===== src/rtl/block_stream_arbiter_if.sv =====
`default_nettype none
// ============================================================================
// Module   : block_stream_arbiter_if
// Purpose  : Source-side handshake and checker-side bus of block_stream_arbiter.
// Revision : 1.0  initial release
// ============================================================================
interface block_stream_arbiter_if #(
    parameter int NREQ = 4
);
    logic [NREQ-1:0]   req;
    logic [8*NREQ-1:0] data;
    logic [NREQ-1:0]   last;
    logic [NREQ-1:0]   ack;
    logic [7:0]        chk_char;
    logic              chk_en;
    logic              chk_clr;
    logic              chk_result;

    // master: stream sources plus checker; slave: the arbiter
    modport master (
        output req, data, last, chk_result,
        input  ack, chk_char, chk_en, chk_clr
    );
    modport slave (
        input  req, data, last, chk_result,
        output ack, chk_char, chk_en, chk_clr
    );
endinterface
`default_nettype wire


===== src/rtl/block_stream_arbiter.sv =====
`default_nettype none
// ============================================================================
// Module   : block_stream_arbiter
// Purpose  : Round-robin session arbiter sharing one nesting checker between
//            NREQ byte streams; optional STALL_TIMEOUT_EN aborts stalled owners.
// Revision : 1.0  initial release
// ============================================================================
module block_stream_arbiter #(
    parameter int NREQ    = 4,
    parameter int SRCW    = 2,
    parameter int TIMEOUT = 16
) (
    input  logic                  clk,
    input  logic                  reset,
    block_stream_arbiter_if.slave bus,
    output logic [SRCW-1:0]       owner,
    output logic                  busy,
    output logic [NREQ-1:0]       verdict,
    output logic [NREQ-1:0]       verdict_valid
);

    if (SRCW != $clog2(NREQ) || NREQ < 2 || NREQ > 8 || TIMEOUT < 1) begin : g_param_check
        $error("block_stream_arbiter: illegal NREQ/SRCW/TIMEOUT combination");
    end

    typedef enum logic [1:0] {
        S_IDLE   = 2'd0,
        S_CLR    = 2'd1,
        S_STREAM = 2'd2,
        S_DONE   = 2'd3
    } state_t;

    state_t          r_state;
    state_t          w_next;
    logic [SRCW-1:0] r_owner;
    logic [SRCW-1:0] r_rr_ptr;
    logic [NREQ-1:0] r_verdict;
    logic [NREQ-1:0] r_verdict_valid;
    logic [SRCW-1:0] w_sel;
    logic            w_found;
    logic [SRCW-1:0] w_next_ptr;
    logic            w_xfer;

`ifdef STALL_TIMEOUT_EN
    localparam int CW = $clog2(TIMEOUT + 1);
    logic [CW-1:0] r_stall_cnt;
    logic          w_abort;
`endif

    // First requester at or above the round-robin pointer, wrapping modulo NREQ
    always_comb begin
        w_found = 1'b0;
        w_sel   = r_rr_ptr;
        for (int i = 0; i < NREQ; i++) begin
            if (!w_found && bus.req[(int'(r_rr_ptr) + i) % NREQ]) begin
                w_found = 1'b1;
                w_sel   = SRCW'((int'(r_rr_ptr) + i) % NREQ);
            end
        end
    end

    assign w_next_ptr = (int'(r_owner) == NREQ - 1) ? '0 : r_owner + 1'b1;

    always_comb begin
        w_next       = r_state;
        bus.ack      = '0;
        bus.chk_en   = 1'b0;
        bus.chk_clr  = 1'b0;
        bus.chk_char = bus.data[8*int'(r_owner) +: 8];
        w_xfer       = 1'b0;
`ifdef STALL_TIMEOUT_EN
        w_abort      = 1'b0;
`endif
        case (r_state)
            S_IDLE: begin
                if (w_found) w_next = S_CLR;
            end
            S_CLR: begin
                bus.chk_clr = 1'b1;
                w_next      = S_STREAM;
            end
            S_STREAM: begin
                w_xfer           = bus.req[r_owner];
                bus.chk_en       = w_xfer;
                bus.ack[r_owner] = w_xfer;
                if (w_xfer && bus.last[r_owner]) begin
                    w_next = S_DONE;
                end
`ifdef STALL_TIMEOUT_EN
                else if (!w_xfer && r_stall_cnt == CW'(TIMEOUT - 1)) begin
                    w_abort = 1'b1;
                    w_next  = S_IDLE;
                end
`endif
            end
            S_DONE: begin
                w_next = S_IDLE;
            end
            default: w_next = S_IDLE;
        endcase
    end

    always_ff @(posedge clk or posedge reset) begin
        if (reset) r_state <= S_IDLE;
        else       r_state <= w_next;
    end

    // Checker result is sampled in DONE, after its count has absorbed the last byte
    always_ff @(posedge clk or posedge reset) begin
        if (reset) begin
            r_owner         <= '0;
            r_rr_ptr        <= '0;
            r_verdict       <= '0;
            r_verdict_valid <= '0;
        end else begin
            case (r_state)
                S_IDLE: if (w_found) r_owner <= w_sel;
                S_CLR:  r_verdict_valid[r_owner] <= 1'b0;
                S_DONE: begin
                    r_verdict[r_owner]       <= bus.chk_result;
                    r_verdict_valid[r_owner] <= 1'b1;
                    r_rr_ptr                 <= w_next_ptr;
                end
                default: ;
            endcase
`ifdef STALL_TIMEOUT_EN
            if (w_abort) begin
                r_verdict[r_owner]       <= 1'b0;
                r_verdict_valid[r_owner] <= 1'b1;
                r_rr_ptr                 <= w_next_ptr;
            end
`endif
        end
    end

`ifdef STALL_TIMEOUT_EN
    always_ff @(posedge clk or posedge reset) begin
        if (reset)                                      r_stall_cnt <= '0;
        else if (r_state != S_STREAM || w_xfer || w_abort) r_stall_cnt <= '0;
        else                                            r_stall_cnt <= r_stall_cnt + 1'b1;
    end
`endif

    assign owner         = r_owner;
    assign busy          = (r_state != S_IDLE);
    assign verdict       = r_verdict;
    assign verdict_valid = r_verdict_valid;

endmodule
`default_nettype wire


===== src/flat_wrapper.sv =====
// flat-port wrapper written by rule: the top's interface ports become plain ports
module block_stream_arbiter_flat 
#(
    parameter int NREQ    = 4,
    parameter int SRCW    = 2,
    parameter int TIMEOUT = 16
)
  (clk, reset, owner, busy, verdict, verdict_valid, bus_req, bus_data, bus_last, bus_chk_result, bus_ack, bus_chk_char, bus_chk_en, bus_chk_clr);
  block_stream_arbiter_if #(.NREQ(NREQ)) bus_i ();
  input  logic clk;
  input  logic reset;
  output logic [SRCW-1:0] owner;
  output logic busy;
  output logic [NREQ-1:0] verdict;
  output logic [NREQ-1:0] verdict_valid;
  input wire logic [$bits(bus_i.req)-1:0] bus_req;
  input wire logic [$bits(bus_i.data)-1:0] bus_data;
  input wire logic [$bits(bus_i.last)-1:0] bus_last;
  input wire logic [$bits(bus_i.chk_result)-1:0] bus_chk_result;
  output wire logic [$bits(bus_i.ack)-1:0] bus_ack;
  output wire logic [$bits(bus_i.chk_char)-1:0] bus_chk_char;
  output wire logic [$bits(bus_i.chk_en)-1:0] bus_chk_en;
  output wire logic [$bits(bus_i.chk_clr)-1:0] bus_chk_clr;
  assign bus_i.req = bus_req;
  assign bus_i.data = bus_data;
  assign bus_i.last = bus_last;
  assign bus_i.chk_result = bus_chk_result;
  assign bus_ack = bus_i.ack;
  assign bus_chk_char = bus_i.chk_char;
  assign bus_chk_en = bus_i.chk_en;
  assign bus_chk_clr = bus_i.chk_clr;
  block_stream_arbiter #(.NREQ(NREQ), .SRCW(SRCW), .TIMEOUT(TIMEOUT)) u_core (.clk(clk), .reset(reset), .bus(bus_i), .owner(owner), .busy(busy), .verdict(verdict), .verdict_valid(verdict_valid));
endmodule

===== config.mk =====
export PLATFORM = sky130hd
export DESIGN_NAME = block_stream_arbiter_flat
export DESIGN_NICKNAME = d
export VERILOG_FILES = /design/src/rtl/block_stream_arbiter_if.sv /design/src/rtl/block_stream_arbiter.sv /design/src/flat_wrapper.sv
export SDC_FILE = /design/constraint.sdc
export NUM_CORES = 1
export LEC_CHECK = 0
export CORE_ASPECT_RATIO = 1.1
export CORE_MARGIN = 2
export CORE_UTILIZATION = 36
export CTS_CLUSTER_SIZE = 12
export DETAILED_ROUTE_END_ITERATION = 8
export HOLD_SLACK_MARGIN = 0.12
export PLACE_DENSITY = 0.8
export SLEW_MARGIN = 20
export SYNTH_ARGS = -nofsm -noshare
export SYNTH_HDL_FRONTEND = slang
export SYNTH_SLANG_ARGS = --single-unit

===== constraint.sdc =====
create_clock -name clk -period 2.1 [get_ports clk]
set_input_delay 0.42 -clock clk [delete_from_list [all_inputs] [get_ports clk]]
set_output_delay 0.42 -clock clk [all_outputs]
set_load 0.03 [all_outputs]

# --- Word-level counts from Yosys, hierarchy flattened ---
# Cells that the tools add are included.
op_classes:
  bitwise_logic: 7
  order_cmp: 6
  reduce_logical: 16
  eq_ne: 6
  muxes: 33
  n_shift: 1
  add_sub_neg: 4
op_table:
  columns: ["cell", "n"]
  rows:
  - ["$shiftx A32 B6 Y8", 1]
  - ["$mux W1", 16]
  - ["$bmux W1 S2", 6]
  - ["$lt A3 B4 Y1 const B", 3]
  - ["$mux W2", 6]
  - ["$and A4 B4 Y4", 2]
  - ["$pmux W2 S4", 1]
  - ["$pmux W4 S2", 1]
  - ["$lt A2 B3 Y1 const B", 2]
  - ["$reduce_or A2 Y1", 3]
  - ["$logic_and A1 B1 Y1", 5]
  - ["$add A2 B1 Y2 const B", 2]
  - ["$add A2 B2 Y2 const B", 2]
  - ["$bwmux W4", 1]
  - ["$eq A2 B1 Y1 const B", 2]
  - ["$eq A2 B2 Y1 const B", 2]
  - ["$mux W4", 1]
  - ["$ne A2 B1 Y1 const B", 2]
  - ["$not A4 Y4", 1]
  - ["$or A4 B4 Y4", 1]
  - ["$reduce_and A2 Y1", 2]
  - ["$reduce_bool A2 Y1", 2]
  - ["$and A1 B1 Y1 const A", 3]
  - ["$logic_not A1 Y1", 3]
  - ["other kinds (3)", 3]
totals:
  out_inout_bits: 25
  ff_bits: 14
  word_cells: 78

# --- Longest topological paths before layout ---
logic_depth:
  ltp_word: 16
  ltp_mapped: 6
  mapped_depth_nobuf: 5

# --- Worst setup path before layout ---
# OpenSTA, ideal clock, no wires.
synth_path:
  kind: "reg2out"
  start: "register u_core.r_owner[0], in the netlist u_core.owner[0]"
  end: "output port bus_chk_char[0]"
  setup_slack_ns: 0.099
  stages_incl_launch_ff: 3
  arrival_ns: 1.581
  path_buffers: 1
  path_cell_list: "dfrtp_1 -> buf_2 -> mux4_2"
synth_via:
  elab_chain_cells: 1
synth_rtl:
  columns: ["item", "line_no", "text"]
  rows:
  - ["start, declared", "block_stream_arbiter.sv:35", "logic [SRCW-1:0] r_owner;"]
  - ["start signal, assigned", "block_stream_arbiter.sv:117", "S_IDLE: if (w_found) r_owner <= w_sel;"]
  - ["$shiftx A32 B6 Y8", "block_stream_arbiter.sv:69", "bus.chk_char = bus.data[8*int'(r_owner) +: 8];"]
  - ["end, declared", "flat_wrapper.sv:21", "output wire logic [$bits(bus_i.chk_char)-1:0] bus_chk_char;"]
# Every way passes these cells.

# --- Final worst setup path ---
layout_path:
  start: "register u_core.r_owner[0], in the netlist u_core.owner[0]"
  end: "output port bus_chk_en"
layout_via:
  elab_chain_cells: 3
layout_rtl:
  columns: ["item", "line_no", "text"]
  rows:
  - ["$bmux W1 S2", "block_stream_arbiter.sv:83", "w_xfer = bus.req[r_owner];"]
  - ["$mux W1 (not written as such)", "block_stream_arbiter.sv:83", null]
  - ["$mux W1", "block_stream_arbiter.sv:74", "case (r_state)"]
  - ["end, declared", "flat_wrapper.sv:22", "output wire logic [$bits(bus_i.chk_en)-1:0] bus_chk_en;"]
# Every way passes these cells. The select of a mux whose other input is x is not followed.

==> results_dict.tcl <==
set metrics [dict create \
    path_delay_family "multiplexers" \
    antenna_found_initial 0 \
    maxCapViolCount 0 \
    power.density_nw_per_um2 1360 \
    synthToLayoutAreaGrowth_pct 87.3 \
    synth_commonest_cells "nand2_1, dfrtp_1, mux4_2, ha_1, inv_1" \
    synth_largest_area_cell "dfrtp_1" \
    rrSetupSlack_ps 170 \
    max_stage_delay_ps 600 \
    cp-end-kind "primary output" \
    dr.pass1.iters 4 \
    reg2reg_to "u_core.r_state[1]$_DFFE_PP0P_" \
    cts_sinks 14 \
    viasPerCell 5.05 \
    grt_pass1_wl_mm 4.84 \
    routed_wl_mm 3.41 \
    die_area_um2 3310 \
    fill_cells 207 \
    path_cells "mux4_2 > and2_4 > buf_4" \
    synth_nets 149 \
    die_h_um 60.2 \
    drc 0 \
    grt_max_degree 15 \
    synth_cell_types 23 \
    drive_gt1_share_pct 33.7 \
    gp_congestion 0.737 \
    htree_levels 1 \
    critPathLaunchType "register" \
    insertedDiodeCount 0 \
    setup_viol 0 \
    synth_ff_type "dfrtp_1" \
    path_clk_slew_ps 80 \
    die_width_um 55.1 \
    grt_use_total_pct 20.1 \
    vdd_drop_max_mv 1.01 \
    drtIter0Drc 10 \
    clock_skew_ps 7.33 \
    slew_headroom_pct 64.3 \
    numCtsBuffers 3 \
    power_leakage_nw 0.856 \
    grt_overflow 0 \
    critPathBufInv 1 \
    syn_area_per_cell_um2 10.6 \
    period_needed_ps 2050 \
    final_cells 217 \
    synth_area_um2 1030 \
    critPathSlowestCell "mux4_2" \
    fin_nets 238 \
    row_count 20 \
    rr_worst_depth 7 \
    ys_seq_elements 14 \
    core_area_um2 2750 \
    ios 68 \
    drv_slew 0 \
    synth_top_area_share_pct 33.9 \
    cp.arrival_ps 1630 \
    cp_max_fo 6 \
    post-route-period-util_pct 97.8 \
    worstMarginPinSlew_ps 535 \
    postSynthCellCount 97 \
    port_buffers 67 \
    path_class "register to primary output" \
    ys_warn_count 0 \
    dpl.cell_count 209 \
    outcome "finished clean" \
    yosys-top-cells-area "dfrtp_1, mux4_2, ha_1" \
    grt_pass1_vias 1071 \
    ys_seq_area_share_pct 33.9 \
    ant_nets 0 \
    clk_path_buf_depth 2 \
    async_reset_ff_share_pct 100 \
    yosysMostFrequentCell "nand2_1" \
    fin_util_pct 70.2 \
    start_util_pct 37.5 \
    hold_viol_final 0 \
    vias 1096 \
    synth_edf_count 0 \
    cts-root-buf "clkbuf_4" \
    clk_latency_ps 280 \
    fmax_ghz 0.487 \
    r2r-start "u_core.owner[0]$_DFFE_PP0P_" \
    wl_per_cell_um 15.7 \
    place_hpwl_mm 2.72 \
    hold_class "input pin to asynchronous set/reset pin" \
    cp.required_ps 1680 \
    cts_tree "done" \
]
==> cells by family after synthesis <==
family,after synthesis,synth area share [%]
compound gates,13,8.24
fa+ha+maj,9,10.9
buf+inv,11,4.12
flops,14,33.9
mux,15,27.6
simple gates,35,15.2
==> timing repair <==
item	4_1_cts	5_1_grt
resized for setup	70	32
setup buffers	4	0
setup endpoints to repair	15	11
hold buffers	0	0
pin swaps	1	5
hold endpoints to repair	0	0
cloned	0	1
==> per-stage QoR <==
stage	cell area [um^2]	hold slack [ps]	setup WS (ps)	setup TNS (ps)	power (mW)
after floorplan	1030	309	99.4	0	1.61
after global placement	1840	460	-499	-4210	2.37
after detailed placement	1840	460	-527	-4360	2.41
after CTS	1860	479	3.49	0	2.53
after global routing	1930	509	-4.48	-4.48	2.81
final	1930	475	45.9	0	2.64
==> final cells by class <==
class / count / area [um^2] / share of cell area (%)
Tap cell: 33 / 41.3 / 2.14
Sequential cell: 14 / 352 / 18.2
Inverter: 8 / 30.0 / 1.55
Timing Repair Buffer: 87 / 798 / 41.3
Clock buffer: 3 / 22.5 / 1.17
Multi-Input combinational cell: 72 / 689 / 35.7
==> worst max-delay path by stage <==
stage | startpoint | depth (start not counted) | to | slack (ps)
final | u_core.owner[0]$_DFFE_PP0P_ | 3 | bus_chk_en | 50
after global routing | u_core.owner[0]$_DFFE_PP0P_ | 3 | bus_chk_en | -4
after CTS | u_core.owner[0]$_DFFE_PP0P_ | 3 | bus_ack[0] | 3
after detailed placement | bus_req[3] | 4 | bus_ack[1] | -530
after global placement | bus_req[3] | 4 | bus_ack[3] | -500
after floorplan | u_core.owner[0]$_DFFE_PP0P_ | 2 | bus_chk_char[0] | 100
==> layer usage <==
layer  vias up  track usage (%)  part of all wire [%]
li1        522                -                     -
met1       520             22.3                    36
met2        52             38.3                    52
met3         2             4.00                    12
met4         0             4.18                  0.23
met5         -                0                     0
==> layout by cell type (no fill, tap or decap) <==
cell type | synthesis | final
a21oi_1 | 3 | 3
a21oi_2 | 1 | 1
a221o_1 | 1 | 1
and2_1 | 2 | 1
and2_4 | 0 | 1
and3_4 | 0 | 4
buf_2 | 1 | 5
buf_4 | 0 | 20
buf_6 | 0 | 7
clkbuf_4 | 0 | 3
clkdlybuf4s15_2 | 0 | 1
clkdlybuf4s50_1 | 0 | 48
dfrtp_1 | 14 | 13
dfrtp_2 | 0 | 1
dlygate4sd2_1 | 0 | 6
ha_1 | 9 | 6
ha_2 | 0 | 1
ha_4 | 0 | 2
inv_1 | 8 | 7
inv_2 | 0 | 1
mux2_2 | 4 | 4
mux2_4 | 1 | 1
mux4_2 | 10 | 10
nand2_1 | 22 | 22
nand2b_1 | 1 | 1
nor2_1 | 3 | 3
nor2b_1 | 2 | 2
nor4_1 | 1 | 1
o21ai_0 | 4 | 4
o221ai_1 | 1 | 1
o22ai_1 | 2 | 2
o32a_1 | 1 | 1
==> where the power goes <==
part | switching (mW) | internal [mW] | total (mW)
Combinational | 1.03 | 0.950 | 1.98
Clock | 0.0799 | 0.0665 | 0.146
Sequential | 0.0997 | 0.410 | 0.510
Power figures use the tool's default switching activity.
